$ cat src/rtl/requant_pkg.sv
// Shared constants and types for the signed narrowing (requantize) blocks.
package requant_pkg;

  localparam int DEF_IN_W = 8;

  // Stage-1 extended word for the default input width: IN_W data bits plus
  // headroom for the sign bit of unsigned inputs and the round-bias carry.
  typedef logic signed [DEF_IN_W+1:0] ext_word_t;

  function automatic int out_max(input int w);
    return (1 << (w - 1)) - 1;
  endfunction

  function automatic int out_min(input int w);
    return -(1 << (w - 1));
  endfunction

endpackage

$ cat src/rtl/requant_sat.sv
// Combinational clamp of a wide signed word into an OUT_W signed result,
// flagging when the value had to be clamped.
module requant_sat
  import requant_pkg::*;
#(
  parameter int EXT_W = 10,
  parameter int OUT_W = 4
) (
  input  logic signed [EXT_W-1:0] ext,
  output logic        [OUT_W-1:0] res,
  output logic                    sat
);

  localparam logic signed [EXT_W-1:0] MAXV = EXT_W'(out_max(OUT_W));
  localparam logic signed [EXT_W-1:0] MINV = EXT_W'(out_min(OUT_W));

  always_comb begin
    res = ext[OUT_W-1:0];
    sat = 1'b0;
    if (ext > MAXV) begin
      res = MAXV[OUT_W-1:0];
      sat = 1'b1;
    end else if (ext < MINV) begin
      res = MINV[OUT_W-1:0];
      sat = 1'b1;
    end
  end

endmodule

$ cat src/rtl/signed_requant.sv
// Two-stage valid/ready requantizer: extend, (optionally round), shift, clamp.
// Build option: define REQUANT_ROUND_EN to add the round-half-up bias in stage 1.
module signed_requant
  import requant_pkg::*;
#(
  parameter int IN_W    = 8,
  parameter int OUT_W   = 4,
  parameter int SHIFT_W = 3,
  parameter int CNT_W   = 8
) (
  input  logic               clk,
  input  logic               rst_n,
  input  logic               in_valid,
  output logic               in_ready,
  input  logic [IN_W-1:0]    in_data,
  input  logic               in_signed,
  input  logic [SHIFT_W-1:0] shift,
  output logic               out_valid,
  input  logic               out_ready,
  output logic [OUT_W-1:0]   out_data,
  output logic               out_sat,
  output logic [CNT_W-1:0]   sat_count,
  input  logic               clr_count
);

  localparam int EXT_W = IN_W + 2;
  typedef logic signed [EXT_W-1:0] ext_t;

  logic             s1_valid;
  logic             s2_valid;
  logic             s1_load;
  logic             s2_load;
  ext_t             s1_word;
  ext_t             ext_in;
  ext_t             shifted;
  logic [OUT_W-1:0] sat_res;
  logic             sat_flag;

  assign s2_load   = s1_valid & (~s2_valid | out_ready);
  assign in_ready  = ~s1_valid | s2_load;
  assign s1_load   = in_valid & in_ready;
  assign out_valid = s2_valid;

  always_comb begin
    ext_in = $signed({{2{in_signed & in_data[IN_W-1]}}, in_data});
`ifdef REQUANT_ROUND_EN
    if (shift != '0) ext_in = ext_in + (ext_t'(1) <<< (shift - SHIFT_W'(1)));
`endif
    shifted = ext_in >>> shift;
  end

  requant_sat #(
    .EXT_W (EXT_W),
    .OUT_W (OUT_W)
  ) u_sat (
    .ext (s1_word),
    .res (sat_res),
    .sat (sat_flag)
  );

  always_ff @(posedge clk or negedge rst_n) begin
    if (!rst_n) begin
      s1_valid <= 1'b0;
      s1_word  <= '0;
      s2_valid <= 1'b0;
      out_data <= '0;
      out_sat  <= 1'b0;
    end else begin
      if (s1_load) begin
        s1_valid <= 1'b1;
        s1_word  <= shifted;
      end else if (s2_load) begin
        s1_valid <= 1'b0;
      end
      if (s2_load) begin
        s2_valid <= 1'b1;
        out_data <= sat_res;
        out_sat  <= sat_flag;
      end else if (out_ready) begin
        s2_valid <= 1'b0;
      end
    end
  end

  // Clear wins over a same-cycle saturating handshake; the count sticks at max.
  always_ff @(posedge clk or negedge rst_n) begin
    if (!rst_n) begin
      sat_count <= '0;
    end else if (clr_count) begin
      sat_count <= '0;
    end else if (s2_valid & out_ready & out_sat & ~&sat_count) begin
      sat_count <= sat_count + CNT_W'(1);
    end
  end

endmodule

$ cat config.mk
export PLATFORM = sky130hd
export DESIGN_NAME = signed_requant
export DESIGN_NICKNAME = d
export VERILOG_FILES = /design/src/rtl/requant_pkg.sv /design/src/rtl/requant_sat.sv /design/src/rtl/signed_requant.sv
export SDC_FILE = /design/constraint.sdc
export NUM_CORES = 1
export LEC_CHECK = 0
export CORE_ASPECT_RATIO = 1.1
export CORE_MARGIN = 1.5
export CORE_UTILIZATION = 41
export DETAILED_ROUTE_END_ITERATION = 6
export DONT_BUFFER_PORTS = 1
export GPL_TIMING_DRIVEN = 0
export PLACE_DENSITY = 0.63
export REMOVE_ABC_BUFFERS = 1
export SETUP_SLACK_MARGIN = 0.1
export SYNTH_ARGS = -nofsm -noshare
export SYNTH_HDL_FRONTEND = slang
export SYNTH_SLANG_ARGS = --single-unit
$ cat constraint.sdc
create_clock -name clk -period 2.19 [get_ports clk]
set_input_delay 0.657 -clock clk [delete_from_list [all_inputs] [get_ports clk]]
set_output_delay 0.657 -clock clk [all_outputs]
set_load 0.02 [all_outputs]
==> qor.csv <==
stage,metric,value,unit
outcome,status,"finished, final reports clean",
die,number of core rows,21,
sta,final period utilization,0.825,
sta,Tmin final,1.81,ns
layout,fillers,301,
pwr,static leakage,0.654,nW
worst_setup_path,reg2reg start,sat_count[0],
detailed_routing,DR pass1 iterations,4,
worst_setup_path,crit start category,flip-flop,
detailed_routing,vias per inst,5.75,
global_routing,vias in the first global route,955,
clocking,Clock Sinks,24,
worst_setup_path,worst r2r path cells,5,
die,Die X,57.5,um
place,Placer Congestion,0.861,
layout,Area Growth Syn to Fin,5.51,%
flow_run,MaxCap Viol Count,0,
clocking,clock buffer depth,2,
die,die outline area,3620,um2
hold_path,hold crit path type,input port to async pin,
clocking,clk_lat worst skew,0.31,ns
detailed_routing,Final ANT Viol Nets,0,
layout,multi-input gate area in the final layout,694,um2
pwr,switching share of power,0.268,
die,DIE HEIGHT,63.0,um
logic_synthesis,Seq cells post-synth,24,
worst_setup_path,Critical Path End Type,primary output,
clocking,clock slew at reported path FFs,0.13,ns
detailed_routing,DRC Markers,0,
die,core region area,3070,um2
logic_synthesis,"Distinct cells, synth",34,
global_routing,largest net degree at the start of global routing,25,
detailed_routing,Vias,932,
worst_setup_path,"slowest stage delay, CP",0.51,ns
sta,Final Hold Vio Count,0,
logic_synthesis,mapped cell area,1340,um2
pwr,Clk pwr share,0.301,
worst_setup_path,CP Depth,1,
global_routing,initial antenna violation count,0,
place,DP HPWL,1790,um
detailed_routing,WL/cell,14.5,um
clocking,TritonCTS clock tree,yes,
worst_setup_path,CP Launch Point,out_valid,
worst_setup_path,CP Data Arrival Time,1.15,ns
layout,layout cells sized above 1,0.125,
worst_setup_path,Crit path buffers/inverters,0,
layout,# diodes,0,
detailed_routing,DRT iter0 DRCs,37,
layout,Nets,147,
sta,Slew Limit Fails,0,
sta,Min Hold Slack,0.139,ns
die,initial core utilization,0.436,
pwr,Switch Pwr,0.276,mW
clocking,H-Tree Depth,1,
worst_setup_path,Crit Path Max Fanout,4,
die,num ports,32,
logic_synthesis,syn avg cell area,10.4,um2
sta,final setup violation count,0,
pwr,PD cells,730,nW/um2
global_routing,first-pass GRT wire length,3990,um
sta,Fin Setup TNS,0,ns
logic_synthesis,Mapped Cells,129,
logic_synthesis,part of the Yosys area used for sequential elements,0.448,
pwr,Max VDD drop,0.455,mV
global_routing,gr usage total,0.140,
clocking,root buf cell,clkbuf_4,
pwr,register share of total power,0.555,
clocking,total CTS buffers,3,
worst_setup_path,worst setup path end,in_ready,
pwr,internal power,0.756,mW
sta,achievable frequency,554,MHz
logic_synthesis,YS warnings,0,
worst_setup_path,Worst R2R Setup Slack,0.50,ns
worst_setup_path,CP Cell Sequence,nand3b_1,
sta,Slew @ Worst Pin,0.354,ns
worst_setup_path,Setup Crit Path Kind,flip-flop to primary output,
sta,Slew HR,0.764,
worst_setup_path,slowest library cell on the worst path,dfrtp_1,
layout,FF/Latch Area,601,um2
worst_setup_path,reg-to-reg endpoint,sat_count[7],
place,I/O Buffers,0,
pwr,combinational power share,0.144,
sta,clk_skew,0.00424,ns
clocking,postcts setup bufs,0,
worst_setup_path,CP Data Required Time,1.53,ns
sta,RSZ-0062 raised after global routing,false,
global_routing,GRT overflow,0,
detailed_routing,final wirelength,2360,um
worst_setup_path,CP top delay family,flip-flops,
==> what timing repair did <==
| item | 4_1_cts | 5_1_grt |
|---|---|---|
| resized for setup | 0 | 0 |
| endpoints found under the hold margin | 0 | 24 |
| hold buffers | 0 | 1 |
==> cells in the final DEF, fill, tap and decap left out <==
cell type	Yosys	layout
mux4_1	1	1
and3_1	4	4
bufinv_16	0	1
xor2_1	5	5
nor3_1	2	2
clkbuf_4	0	3
nand4_1	1	1
inv_1	1	1
nand3_1	4	4
and2_1	2	2
nand3b_1	1	1
buf_12	0	1
o21ai_1	1	1
nor2b_1	3	3
mux2_2	4	4
a221o_1	1	1
o211ai_1	2	2
nand2_1	11	11
dfrtp_1	24	24
a22oi_1	1	1
nor2_1	17	17
a21o_1	4	4
ha_1	1	1
mux2i_1	4	4
o31ai_1	2	2
a211oi_1	3	3
mux4_2	4	4
o2111ai_1	1	1
a21oi_1	2	2
o21ai_0	9	9
nand2b_1	5	5
nand4_2	1	1
nand2_2	1	1
o211ai_2	1	1
==> power by group through the flow <==
stage          clock network (mW)  registers, mW  logic, mW
6_report                    0.311          0.573      0.149
5_1_grt                     0.338          0.582      0.173
4_1_cts                     0.326          0.574      0.140
3_5_place_dp                    0          0.583      0.139
3_3_place_gp                    0          0.581      0.134
2_1_floorplan                   0          0.572      0.118
==> cell usage after synthesis <==
| master | count | share of area |
|---|---|---|
| buf_2 | 3 | 0.011 |
| a21o_1 | 4 | 0.022 |
| o2111ai_1 | 1 | 0.0065 |
| inv_1 | 1 | 0.0028 |
| and3_1 | 4 | 0.019 |
| o211ai_1 | 2 | 0.011 |
| and2_1 | 2 | 0.0093 |
| o31ai_1 | 2 | 0.011 |
| nor2_1 | 17 | 0.048 |
| mux2i_1 | 4 | 0.030 |
| nand4_2 | 1 | 0.0093 |
| mux2_2 | 4 | 0.034 |
| nand3b_1 | 1 | 0.0056 |
| dfrtp_1 | 24 | 0.45 |
| mux4_1 | 1 | 0.020 |
| o21ai_1 | 1 | 0.0037 |
| a21oi_1 | 2 | 0.0075 |
| nand2_2 | 1 | 0.0047 |
| nor2b_1 | 3 | 0.014 |
| buf_6 | 2 | 0.017 |
| xor2_1 | 5 | 0.033 |
| o211ai_2 | 1 | 0.0093 |
| ha_1 | 1 | 0.0093 |
| a211oi_1 | 3 | 0.017 |
| nand3_1 | 4 | 0.015 |
| buf_1 | 1 | 0.0028 |
| nand2b_1 | 5 | 0.023 |
| a22oi_1 | 1 | 0.0056 |
| nor3_1 | 2 | 0.0075 |
| o21ai_0 | 9 | 0.034 |
| a221o_1 | 1 | 0.0075 |
| mux4_2 | 4 | 0.067 |
| nand4_1 | 1 | 0.0047 |
| nand2_1 | 11 | 0.031 |
==> state kept, by name, indices dropped and copies added, names as in the netlist <==
signal / count
s1_word: 9
sat_count: 8
out_data: 4
out_sat: 1
out_valid: 1
s1_valid: 1
==> how the worst min path moves through the flow <==
stage,from,to,slack [ns],cells past startpoint
2_1_floorplan,rst_n,out_data[0],0.36,0
3_3_place_gp,rst_n,sat_count[4],0.36,0
3_5_place_dp,rst_n,sat_count[4],0.36,0
4_1_cts,rst_n,sat_count[5],0.003,0
5_1_grt,rst_n,out_valid,0.12,1
6_report,rst_n,sat_count[4],0.14,1
==> cell type report <==
| type | instances | area share |
|---|---|---|
| Tap cell | 34 | 0.0301 |
| Clock buffer | 3 | 0.0159 |
| Inverter | 1 | 0.00265 |
| Timing Repair Buffer | 1 | 0.0142 |
| Clock inverter | 1 | 0.0212 |
| Sequential cell | 24 | 0.425 |
| Multi-Input combinational cell | 98 | 0.491 |
==> routing by layer <==
metal / vias up / GRT usage / share of wire
met5: - / 0 / 0
met4: 0 / 0.0698 / 0.011
met3: 2 / 0.0373 / 0.075
met2: 32 / 0.229 / 0.48
met1: 438 / 0.166 / 0.43
li1: 460 / - / -
==> through the flow <==
| step | area, um2 | instances | total power, mW | utilization | worst slack [ns] |
|---|---|---|---|---|---|
| final | 1410 | 162 | 1.03 | 0.460 | 0.384 |
| after global routing | 1410 | 162 | 1.09 | 0.460 | 0.326 |
| after CTS | 1390 | 161 | 1.04 | 0.453 | 0.357 |
| after detailed placement | 1340 | 157 | 0.723 | 0.436 | 0.336 |
| after global placement | 1340 | 157 | 0.714 | 0.436 | 0.350 |
| after floorplan | 1300 | 123 | 0.690 | - | 0.460 |
==> logic make-up (layout without fill, tap and decap cells) <==
family	Yosys count	in the layout	synth area share
compound gates	27	27	0.135
xor+xnor	5	5	0.0327
fa+ha+maj	1	1	0.00934
buf+inv	7	6	0.0336
flops	24	24	0.448
mux	13	13	0.150
simple gates	52	52	0.190
(Power assumes the default switching activity.)
